File: src/rtl/countdown_timer_main.sv
// Centisecond countdown timer: MM:SS preset via keys, start/pause/resume,
// alarm on expiry with auto-return to IDLE after ALARM_CS ticks.
module countdown_timer_main #(
    parameter int TICK_DIV = 1,
    parameter int ALARM_CS = 1000
) (
    input  logic        clk,
    input  logic        key3,
    input  logic        key2,
    input  logic        key1,
    input  logic        key0,
    output logic [18:0] time_display,
    output logic [1:0]  state,
    output logic        alarm,
    output logic [9:0]  led
);

    localparam int PW = (TICK_DIV > 1) ? $clog2(TICK_DIV) : 1;
    localparam int AW = (ALARM_CS > 1) ? $clog2(ALARM_CS) : 1;

    typedef enum logic [1:0] {
        S_IDLE    = 2'd0,
        S_RUNNING = 2'd1,
        S_PAUSED  = 2'd2,
        S_EXPIRED = 2'd3
    } state_t;

    logic [2:0]    sync1_q, sync1_d;
    logic [2:0]    sync2_q, sync2_d;
    logic [2:0]    prev_q, prev_d;
    logic [PW-1:0] presc_q, presc_d;
    logic [5:0]    preset_min_q, preset_min_d;
    logic [5:0]    preset_sec_q, preset_sec_d;
    logic [18:0]   remaining_q, remaining_d;
    logic [AW-1:0] alarm_cnt_q, alarm_cnt_d;
    state_t        state_q, state_d;
    logic [18:0]   time_display_q, time_display_d;
    logic          alarm_q, alarm_d;
    logic [9:0]    led_q, led_d;

    logic [2:0]    press;
    logic          p2, p1, p0;
    logic          tick;
    logic [18:0]   preset_cs_q, preset_cs_d;
    logic [3:0]    digit;
    logic          blink_off;

    function automatic logic [18:0] to_cs(input logic [5:0] mm, input logic [5:0] ss);
        return 19'(mm) * 19'd6000 + 19'(ss) * 19'd100;
    endfunction

    // Press = falling edge of the synchronized key; held keys do not repeat.
    assign press = prev_q & ~sync2_q;
    assign p2    = press[2];
    assign p1    = press[1] & ~press[2];
    assign p0    = press[0] & ~press[1] & ~press[2];

    assign tick        = (presc_q == PW'(TICK_DIV - 1));
    assign preset_cs_q = to_cs(preset_min_q, preset_sec_q);

    always_comb begin
        sync1_d      = {key2, key1, key0};
        sync2_d      = sync1_q;
        prev_d       = sync2_q;
        presc_d      = tick ? '0 : presc_q + PW'(1);
        preset_min_d = preset_min_q;
        preset_sec_d = preset_sec_q;
        remaining_d  = remaining_q;
        alarm_cnt_d  = alarm_cnt_q;
        state_d      = state_q;

        case (state_q)
            S_IDLE: begin
                if (p2) begin
                    if (preset_cs_q != 19'd0) begin
                        state_d     = S_RUNNING;
                        remaining_d = preset_cs_q;
                    end
                end else if (p1) begin
                    preset_min_d = (preset_min_q == 6'd59) ? 6'd0 : preset_min_q + 6'd1;
                end else if (p0) begin
                    preset_sec_d = (preset_sec_q == 6'd59) ? 6'd0 : preset_sec_q + 6'd1;
                end
            end
            S_RUNNING: begin
                // A pause wins over a tick landing on the same edge.
                if (p2) begin
                    state_d = S_PAUSED;
                end else if (tick) begin
                    if (remaining_q <= 19'd1) begin
                        remaining_d = 19'd0;
                        alarm_cnt_d = '0;
                        state_d     = S_EXPIRED;
                    end else begin
                        remaining_d = remaining_q - 19'd1;
                    end
                end
            end
            S_PAUSED: begin
                if (p2) state_d = S_RUNNING;
            end
            S_EXPIRED: begin
                remaining_d = 19'd0;
                if (p2) begin
                    state_d = S_IDLE;
                end else if (tick) begin
                    if (alarm_cnt_q == AW'(ALARM_CS - 1)) state_d = S_IDLE;
                    else alarm_cnt_d = alarm_cnt_q + AW'(1);
                end
            end
            default: state_d = S_IDLE;
        endcase
    end

    // Outputs are registered from next-state values so they line up with state.
    always_comb begin
        preset_cs_d    = to_cs(preset_min_d, preset_sec_d);
        digit          = 4'((remaining_d / 19'd100) % 19'd10);
        blink_off      = 1'((32'(alarm_cnt_d) / 32'd50) % 32'd2);
        time_display_d = (state_d == S_IDLE) ? preset_cs_d : remaining_d;
        alarm_d        = (state_d == S_EXPIRED);
        led_d          = 10'd0;
        case (state_d)
            S_RUNNING, S_PAUSED: led_d = 10'h200 >> digit;
            S_EXPIRED:           led_d = blink_off ? 10'h000 : 10'h3FF;
            default:             led_d = 10'd0;
        endcase
    end

    always_ff @(posedge clk or negedge key3) begin
        if (!key3) begin
            sync1_q        <= 3'b111;
            sync2_q        <= 3'b111;
            prev_q         <= 3'b111;
            presc_q        <= '0;
            preset_min_q   <= 6'd0;
            preset_sec_q   <= 6'd0;
            remaining_q    <= 19'd0;
            alarm_cnt_q    <= '0;
            state_q        <= S_IDLE;
            time_display_q <= 19'd0;
            alarm_q        <= 1'b0;
            led_q          <= 10'd0;
        end else begin
            sync1_q        <= sync1_d;
            sync2_q        <= sync2_d;
            prev_q         <= prev_d;
            presc_q        <= presc_d;
            preset_min_q   <= preset_min_d;
            preset_sec_q   <= preset_sec_d;
            remaining_q    <= remaining_d;
            alarm_cnt_q    <= alarm_cnt_d;
            state_q        <= state_d;
            time_display_q <= time_display_d;
            alarm_q        <= alarm_d;
            led_q          <= led_d;
        end
    end

    assign time_display = time_display_q;
    assign state        = state_q;
    assign alarm        = alarm_q;
    assign led          = led_q;

endmodule
File: config.mk
export PLATFORM = sky130hd
export DESIGN_NAME = countdown_timer_main
export DESIGN_NICKNAME = d
export VERILOG_FILES = /design/src/rtl/countdown_timer_main.sv
export SDC_FILE = /design/constraint.sdc
export NUM_CORES = 1
export LEC_CHECK = 0
export CAP_MARGIN = 10
export CORE_UTILIZATION = 58
export CTS_CLUSTER_DIAMETER = 200
export CTS_CLUSTER_SIZE = 40
export DETAILED_ROUTE_END_ITERATION = 8
export GPL_TIMING_DRIVEN = 0
export PLACE_DENSITY = 0.74
export SLEW_MARGIN = 20
export SYNTH_ARGS = -nofsm -noshare
export SYNTH_HDL_FRONTEND = slang
export SYNTH_SLANG_ARGS = --single-unit
File: constraint.sdc
create_clock -name clk -period 33.6 [get_ports clk]
set_clock_uncertainty 0.2 [all_clocks]
set_input_delay 3.36 -clock clk [delete_from_list [all_inputs] [get_ports clk]]
set_output_delay 3.36 -clock clk [all_outputs]
set_load 0.02 [all_outputs]
After elaboration in Yosys (flattened, before gate mapping)
Index checks and enable logic that the tools add are counted.
{"block": "word_totals", "regBits": 83, "inputBits": 5, "out_inout_bits": 32, "elab_cells": 84}
{"block": "op_classes", "add_sub_neg": 7, "n_mul": 4, "n_div": 3, "magnitude_cmp": 1, "eq_ne": 9, "shifts": 1, "mux": 36, "bitwise": 7, "n_reduce_logical": 4}
{"op": "two-way mux 19 bit", "count": 6}
{"op": "two-way mux 10 bit", "count": 7}
{"op": "case mux 19 bit (3 select lines)", "count": 1}
{"op": "two-way mux 6 bit", "count": 9}
{"op": "case mux 10 bit (2 select lines)", "count": 2}
{"op": "adder 19 x 13 -> 19 bit", "count": 2}
{"op": "divider 10 x 6 -> 32 bit (second input constant)", "count": 1}
{"op": "multiplier 6 x 9 -> 15 bit (second input constant)", "count": 2}
{"op": "multiplier 6 x 5 -> 11 bit (second input constant)", "count": 2}
{"op": "divider 19 x 7 -> 19 bit (second input constant)", "count": 1}
{"op": "<= comparator 19 x 1 -> 1 bit (second input constant)", "count": 1}
{"op": "modulo 19 x 4 -> 19 bit (second input constant)", "count": 1}
{"op": "nonzero test 19 bit", "count": 1}
{"op": "subtractor 19 x 1 -> 19 bit (second input constant)", "count": 1}
{"op": "two-way mux 2 bit", "count": 9}
{"op": "adder 6 x 1 -> 6 bit (second input constant)", "count": 2}
{"op": "== test 6 bit (second input constant)", "count": 2}
{"op": "adder 10 x 1 -> 10 bit (second input constant)", "count": 1}
{"op": "== test 10 bit (second input constant)", "count": 1}
{"op": ">> shifter 10 x 4 -> 10 bit (first input constant)", "count": 1}
{"op": "== test 2 bit (second input constant)", "count": 4}
{"op": "case mux 2 bit (4 select lines)", "count": 1}
{"op": "== test 2 x 1 -> 1 bit (second input constant)", "count": 2}
{"op": "zero test 2 bit", "count": 2}
{"op": "7 further kinds", "count": 10}

Logic depth before layout (Yosys ltp)
Gate-level depths: netlist of run 1.
{"block": "logic_depth", "ltp_word": 12, "ltp_mapped": 83, "mapped_depth_nobuf": 75}

Least setup slack after synthesis of run 1
No wires, ideal clock.
{"block": "synth_path", "path_kind": "flip-flop to flip-flop", "startpoint": "reg preset_min_q[3]", "endpoint": "reg led_q[2], in the netlist led[2]", "setup_ns": 0.076, "arrival_time_ns": 17.196, "setup_slack_ns": 16.128, "path_stages_with_launch": 72, "n_path_buf": 3, "period_less_slack_ns": 17.472, "path_cell_list": "dfrtp_1 > fa_1 > fa_1 > inv_1 > fa_1 > inv_1 > ha_1 > a21o_1 > a21oi_1 > xnor2_1 > ha_1 > clkbuf_1 > a21oi_1 > nand2b_1 > o21ai_0 > or4bb_1 > or3_1 > o31a_2 > [... 36 more ...] > nand2_1 > nand2_1 > inv_1 > ha_1 > nand2_1 > o21a_1 > o2111ai_2 > xnor2_1 > inv_1 > ha_1 > nand2b_1 > nand3_1 > nor3_1 > nand4_1 > a31o_1 > nor4_4 > mux2_2 > o21ai_1"}
{"block": "synth_between", "elab_chain_cells": 10, "elab_cells_between_ends": 17, "classes_between": "add/sub (1); mul (1); div (2); eq/ne (3); shift (1); mux (7); reduce/logical (2)"}
{"element": "start: declaration", "line": "32", "source": "logic [5:0] preset_min_q, preset_min_d;"}
{"element": "start signal: assignment", "line": "149", "source": "preset_min_q <= preset_min_d;"}
{"element": "multiplier 6 x 9 -> 15 bit (*)", "line": "49", "source": "return 19'(mm) * 19'd6000 + 19'(ss) * 19'd100;"}
{"element": "adder 19 x 13 -> 19 bit (*)", "line": "49"}
{"element": "nonzero test 19 bit", "line": "75", "source": "if (preset_cs_q != 19'd0) begin"}
{"element": "two-way mux 19 bit", "line": "75"}
{"element": "two-way mux 19 bit", "line": "74", "source": "if (p2) begin"}
{"element": "case mux 19 bit (3 select lines)", "line": "72", "source": "case (state_q)"}
{"element": "divider 19 x 7 -> 19 bit", "line": "118", "source": "digit = 4'((remaining_d / 19'd100) % 19'd10);"}
{"element": "modulo 19 x 4 -> 19 bit", "line": "118"}
{"element": ">> shifter 10 x 4 -> 10 bit", "line": "124", "source": "S_RUNNING, S_PAUSED: led_d = 10'h200 >> digit;"}
{"element": "case mux 10 bit (2 select lines) (*)", "line": "123", "source": "case (state_d)"}
{"element": "via led_d[2]", "line": "39", "source": "logic [9:0] led_q, led_d;"}
{"element": "end signal: assignment", "line": "156", "source": "led_q <= led_d;"}
{"element": "end: declaration", "line": "39"}
The timed path passes the listed nets; every way through them passes the cells marked *.

Worst setup path in the final report of run 1
{"block": "layout_path", "startpoint": "reg preset_min_q[3]", "endpoint": "reg led_q[6], in the netlist led[6]"}
Same word-level chain as after synthesis.

==> results.sh, run 1 <==
export IMPL_status="finished, final reports clean"
export IMPL_grt_overflow_total=0
export IMPL_syn_to_final_growth_pct=7.73
export IMPL_grt_setup_unrepaired="no"
export IMPL_worst_pin_slew_ns=0.926
export IMPL_hp_start="sync1_q[0]$_DFF_PN1_"
export IMPL_cp_start_kind="flip-flop"
export IMPL_fin_crit_ns=21.13
export IMPL_r2r_start="preset_min_q[3]$_DFF_PN0_"
export IMPL_grt_pass1_vias=12800
export IMPL_io_pins=37
export IMPL_critical_path_class="reg2reg"
export IMPL_cts_tree="yes"
export IMPL_crit_fanout=10
export IMPL_critPathMaxStageDelay_ns=0.80
export IMPL_postRouteAntennaNets=0
export IMPL_yosysMostFrequentCell="nand2_1"
export IMPL_routed_via_density=6.52
export IMPL_dp_hpwl_mm=30.9
export IMPL_synthCells=1800
export IMPL_core_sq_um=23700
export IMPL_cts_sinks=82
export IMPL_slew_violations=0
export IMPL_final_cell_area_sq_um=15200
export IMPL_grt_total_usage_pct=32.2
export IMPL_grt_max_degree=47
export IMPL_cts_root_buf="clkbuf_16"
export IMPL_end_kind="flip-flop"
export IMPL_die_w_um=158
export IMPL_arrival_ns=21.21
export IMPL_synth_area_leader_cell="dfrtp_1"
export IMPL_met2_length_mm=16.9
export IMPL_ys_async_sr_fraction_pct=100
export IMPL_portBuffers=36
export IMPL_synth_top_area_share_pct=12.9
export IMPL_routedWlPerCell_um=18.1
export IMPL_yosysSeqAreaShare_pct=14.6
export IMPL_netlist_top_cells_count="165 x nand2_1, 139 x a21oi_1, 129 x ha_1"
export IMPL_routed_top_layer="met4"
export IMPL_finalNetCount=2017
export IMPL_required_ns=33.68
export IMPL_clk_latency_ns=0.36
export IMPL_antenna_cells=0
export IMPL_fp_dieArea_sq_um=25000
export IMPL_max_cap_violations=0
export IMPL_numCtsBuffers=9
export IMPL_yosys_warnings=0
export IMPL_synth_distinct_cells=129
export IMPL_syn_nets=1969
export IMPL_synth_enable_flop_cells=0
export IMPL_fill_cells=2174
export IMPL_fin_crit_sh_pct=62.9
export IMPL_drive_gt1_share_pct=9.55
export IMPL_start_util_pct=59.7
export IMPL_wl_met1_mm=18.9
export IMPL_post_cts_resized=0
export IMPL_vias=14200
export IMPL_setup_viol=0
export IMPL_postPlaceCellArea_sq_um=14900
export IMPL_route_met3_wl_mm=2.79
export IMPL_clkTransAtPathRegs_ns=0.08
export IMPL_seqCellArea_sq_um=2060
export IMPL_drc=0
export IMPL_synth_seq_cells=82
export IMPL_h_tree_depth=3
export IMPL_routed_wl_mm=39.3
export IMPL_drtIter0Drc=1282
export IMPL_chipHeight_um=158
export IMPL_cp_slowest_cell="a2111oi_2"
export IMPL_finalSetupTns_ns=0
export IMPL_multi_input_area_sq_um=11300
export IMPL_cp_startpoint="preset_min_q[3]$_DFF_PN0_"
export IMPL_gp_congestion=0.933
export IMPL_antenna_found_initial=0
export IMPL_ctsHoldBuffers=0
export IMPL_syn_avg_cell_area_sq_um=7.86
export IMPL_cts_buffer_depth=2
export IMPL_syn_area_sq_um=14100
export IMPL_synth_area_leaders="dfrtp_1 13%, ha_1 11%, fa_1 5.0%"
export IMPL_synth_ff_type="dfrtp_1"
export IMPL_maxSlewHeadroom_pct=38.2
export IMPL_rows=56
export IMPL_fmax_ghz=0.0473
export IMPL_hold_viol_final=0
export IMPL_grt_pass1_wl_mm=64.8
export IMPL_drt_pass1_iter_count=6
export IMPL_cts_setup_buffers=0
export IMPL_hold_class="reg2reg"
[per-stage QoR]
stage / setup slack [ns] / hold WS, ns / util [%] / cells
6_report: 12.47 / 0.159 / 64.4 / 2172
4_1_cts: 12.88 / 0.160 / 64.4 / 2172
2_1_floorplan: 16.13 / 0.145 / - / 1800
3_3_place_gp: 13.18 / 0.146 / 62.9 / 2155
3_5_place_dp: 13.02 / 0.149 / 63.1 / 2156
5_1_grt: 10.91 / 0.161 / 64.4 / 2172
[placed cells by master, fill, tap and decap left out, types with 25 or more instances in the layout]
| cell | Yosys | final |
|---|---|---|
| nor2_1 | 102 | 102 |
| nand3_1 | 60 | 60 |
| inv_1 | 122 | 122 |
| or3_1 | 25 | 25 |
| a21oi_1 | 139 | 139 |
| o21ai_1 | 39 | 39 |
| clkdlybuf4s50_1 | 0 | 35 |
| clkbuf_1 | 41 | 41 |
| ha_1 | 129 | 129 |
| nor3_1 | 52 | 52 |
| xnor2_1 | 62 | 62 |
| o21ai_0 | 91 | 91 |
| nand2_1 | 165 | 165 |
| fa_1 | 35 | 35 |
| a21o_1 | 33 | 33 |
| xor2_1 | 26 | 26 |
| dfrtp_1 | 73 | 73 |
[flip-flops by register name, indices dropped and copies added, names as in the netlist]
register,cells
prev_d,3
alarm,1
prev_q,3
sync1_q,3
alarm_cnt_q,10
preset_sec_q,6
preset_min_q,6
led,10
time_display,19
state,2
remaining_q,19
[cells by family (layout without fill, tap and decap cells)]
kind of cell             count (synthesis)  count (layout)  share of synthesized area [%]
AO/OA/AOI/OAI                          633             633                           32.8
AND/OR/NAND/NOR                        583             583                           21.1
buffers and inverters                  200             253                           5.84
adder cells (fa/ha/maj)                172             172                           16.9
XOR/XNOR                                90              90                           5.68
flip-flops                              82              82                           14.6
multiplexers                            40              40                           3.10
[critical path: cells and delay by family, from the launching register on]
family	cells	cell delay, ns
simple gates	15	3.44
buf+inv	8	1.13
fa+ha+maj	7	2.73
flops	1	0.51
xor+xnor	3	0.46
mux	3	1.00
compound gates	36	11.52
[layer usage]
metal  vias up  track usage [%]
met5         -                0
met4         0             7.83
met3        71             4.24
met2       529             49.5
met1      6670             47.3
li1       6888                -
[final timing paths]
kind	cells after the start	slack, ns	to
setup / recovery	72	12.47	led[6]$_DFF_PN0_
hold / removal	0	0.16	prev_d[0]$_DFF_PN1_
setup reg to reg	72	12.47	led[6]$_DFF_PN0_
hold reg to reg	0	0.16	prev_d[0]$_DFF_PN1_
max in group asynchronous	2	29.76	prev_q[1]$_DFF_PN1_
min in group asynchronous	1	2.79	alarm_cnt_q[9]$_DFF_PN0_
[final cells by class]
class / instances / area share, %
Buffer: 70 / 2.22
Clock buffer: 9 / 1.48
Clock inverter: 7 / 0.550
Inverter: 130 / 3.20
Multi-Input combinational cell: 1518 / 73.9
Sequential cell: 82 / 13.5
Tap cell: 319 / 2.62
Timing Repair Buffer: 37 / 2.53
Power of run 1 is left out: the tool's default activity adds up to more than one toggle a clock period on the data nets, which glitch-free logic cannot reach.
==> inputs of run 2 (changes only) <==
==> constraint.sdc (replaced) <==
create_clock -name clk -period 21.8 [get_ports clk]
set_clock_uncertainty 0.2 [all_clocks]
set_input_delay 2.18 -clock clk [delete_from_list [all_inputs] [get_ports clk]]
set_output_delay 2.18 -clock clk [all_outputs]
set_load 0.02 [all_outputs]
==> run 2 against run 1 <==
Flip-flop and latch count did not move. Cell count rose by 0.23%. Worst hold slack about the same. First-iteration DRC count rose by 2.7%. Sequential share of layout area fell by 0.10 points. Highest routed layer unchanged.
==> results.sh, run 2 (synthesis gave the netlist of run 1 again) <==
export IMPL_routedWlPerCell_um=18.1
export IMPL_antenna_cells=0
export IMPL_routed_via_density=6.52
export IMPL_finalNetCount=2022
export IMPL_chipHeight_um=158
export IMPL_grt_overflow_total=0
export IMPL_end_kind="flip-flop"
export IMPL_vias=14200
export IMPL_crit_fanout=10
export IMPL_fin_crit_sh_pct=93.4
export IMPL_grt_total_usage_pct=32.2
export IMPL_h_tree_depth=3
export IMPL_drive_gt1_share_pct=10.4
export IMPL_critical_path_top_delay_family="compound AO/OA/AOI/OAI gates"
export IMPL_grt_pass1_vias=12800
export IMPL_arrival_ns=20.44
export IMPL_setup_viol=0
export IMPL_drt_pass1_iter_count=7
export IMPL_mostFrequentLayoutCells="165 x nand2_1, 138 x a21oi_1, 129 x ha_1"
export IMPL_syn_to_final_growth_pct=8.53
export IMPL_dp_hpwl_mm=30.9
export IMPL_max_cap_violations=0
export IMPL_grt_max_degree=47
export IMPL_routed_wl_mm=39.4
export IMPL_start_util_pct=59.7
export IMPL_drtIter0Drc=1317
export IMPL_fp_dieArea_sq_um=25000
export IMPL_fmax_ghz=0.0491
export IMPL_maxSlewHeadroom_pct=39.7
export IMPL_core_sq_um=23700
export IMPL_cts_tree="yes"
export IMPL_grt_pass1_wl_mm=64.8
export IMPL_finalSetupTns_ns=0
export IMPL_cts_buffer_depth=2
export IMPL_drc=0
export IMPL_cp_slowest_cell="fa_1"
export IMPL_cts_root_buf="clkbuf_16"
export IMPL_antenna_found_initial=0
export IMPL_die_w_um=158
export IMPL_rows=56
export IMPL_final_common_cell="nand2_1"
export IMPL_grt_setup_unrepaired="no"
export IMPL_clkTransAtPathRegs_ns=0.08
export IMPL_fin_crit_ns=20.35
export IMPL_cts_sinks=82
export IMPL_gp_congestion=0.933
export IMPL_hold_viol_final=0
export IMPL_utilization_pct=64.8
export IMPL_hold_class="reg2reg"
export IMPL_io_pins=37
export IMPL_postRouteAntennaNets=0
export IMPL_critPathMaxStageDelay_ns=0.59
export IMPL_portBuffers=36
export IMPL_cp_num_buf_inv=10
export IMPL_critical_path_class="reg2reg"
export IMPL_worst_pin_slew_ns=0.900
export IMPL_numCtsBuffers=9
export IMPL_slew_violations=0
export IMPL_status="finished, final reports clean"
export IMPL_required_ns=21.88
export IMPL_fin_cells=2177
export IMPL_placedCellCount=2156
export IMPL_cp_start_kind="flip-flop"
export IMPL_clk_latency_ns=0.36
-- run 2: changes by cell type in the layout (fill, tap and decap cells not counted), sizes merged --
cell	previous run	this run
buf	31	36
-- run 2: per-stage QoR --
stage	hold slack (ns)	setup WS, ns	area [sq um]
5_1_grt	0.161	0.0459	15400
3_5_place_dp	0.149	1.22	14900
6_report	0.159	1.45	15400
3_3_place_gp	0.146	1.38	14900
4_1_cts	0.160	1.08	15200
2_1_floorplan	0.145	4.33	14100
-- run 2: per-layer routing --
metal	global-route usage (%)	wire, um	vias up
li1	-	-	6904
met1	47.3	18900	6682
met2	49.5	16900	551
met3	4.24	2860	55
met4	7.83	733	0
met5	0	0	-
-- run 2: path summary, 6_finish.rpt --
kind / depth (start not counted) / slack, ns / endpoint / from
worst max-delay path: 76 / 1.45 / led[6]$_DFF_PN0_ / preset_min_q[3]$_DFF_PN0_
worst min-delay path: 0 / 0.16 / prev_d[0]$_DFF_PN1_ / sync1_q[0]$_DFF_PN1_
worst max register to register: 76 / 1.45 / led[6]$_DFF_PN0_ / preset_min_q[3]$_DFF_PN0_
worst min register to register: 0 / 0.16 / prev_d[0]$_DFF_PN1_ / sync1_q[0]$_DFF_PN1_
max in group asynchronous: 2 / 19.14 / prev_q[1]$_DFF_PN1_ / key3
min in group asynchronous: 1 / 1.61 / alarm_cnt_q[9]$_DFF_PN0_ / key3
-- run 2: what timing repair did --
| action | CTS | global route |
|---|---|---|
| buffers inserted | 0 | 5 |
| resized for setup | 0 | 16 |
| endpoints found under the setup margin | 0 | 10 |
| hold buffers | 0 | 0 |
-- run 2: layout make-up --
cell class                      count  area [sq um]
Clock buffer                        9           225
Multi-Input combinational cell   1518         11300
Inverter                          130           488
Timing Repair Buffer               42           423
Fill cell                        2168          8330
Sequential cell                    82          2060
Buffer                             70           338
Clock inverter                      7          83.8
Tap cell                          319           399
Power of run 2 is left out for the same reason.
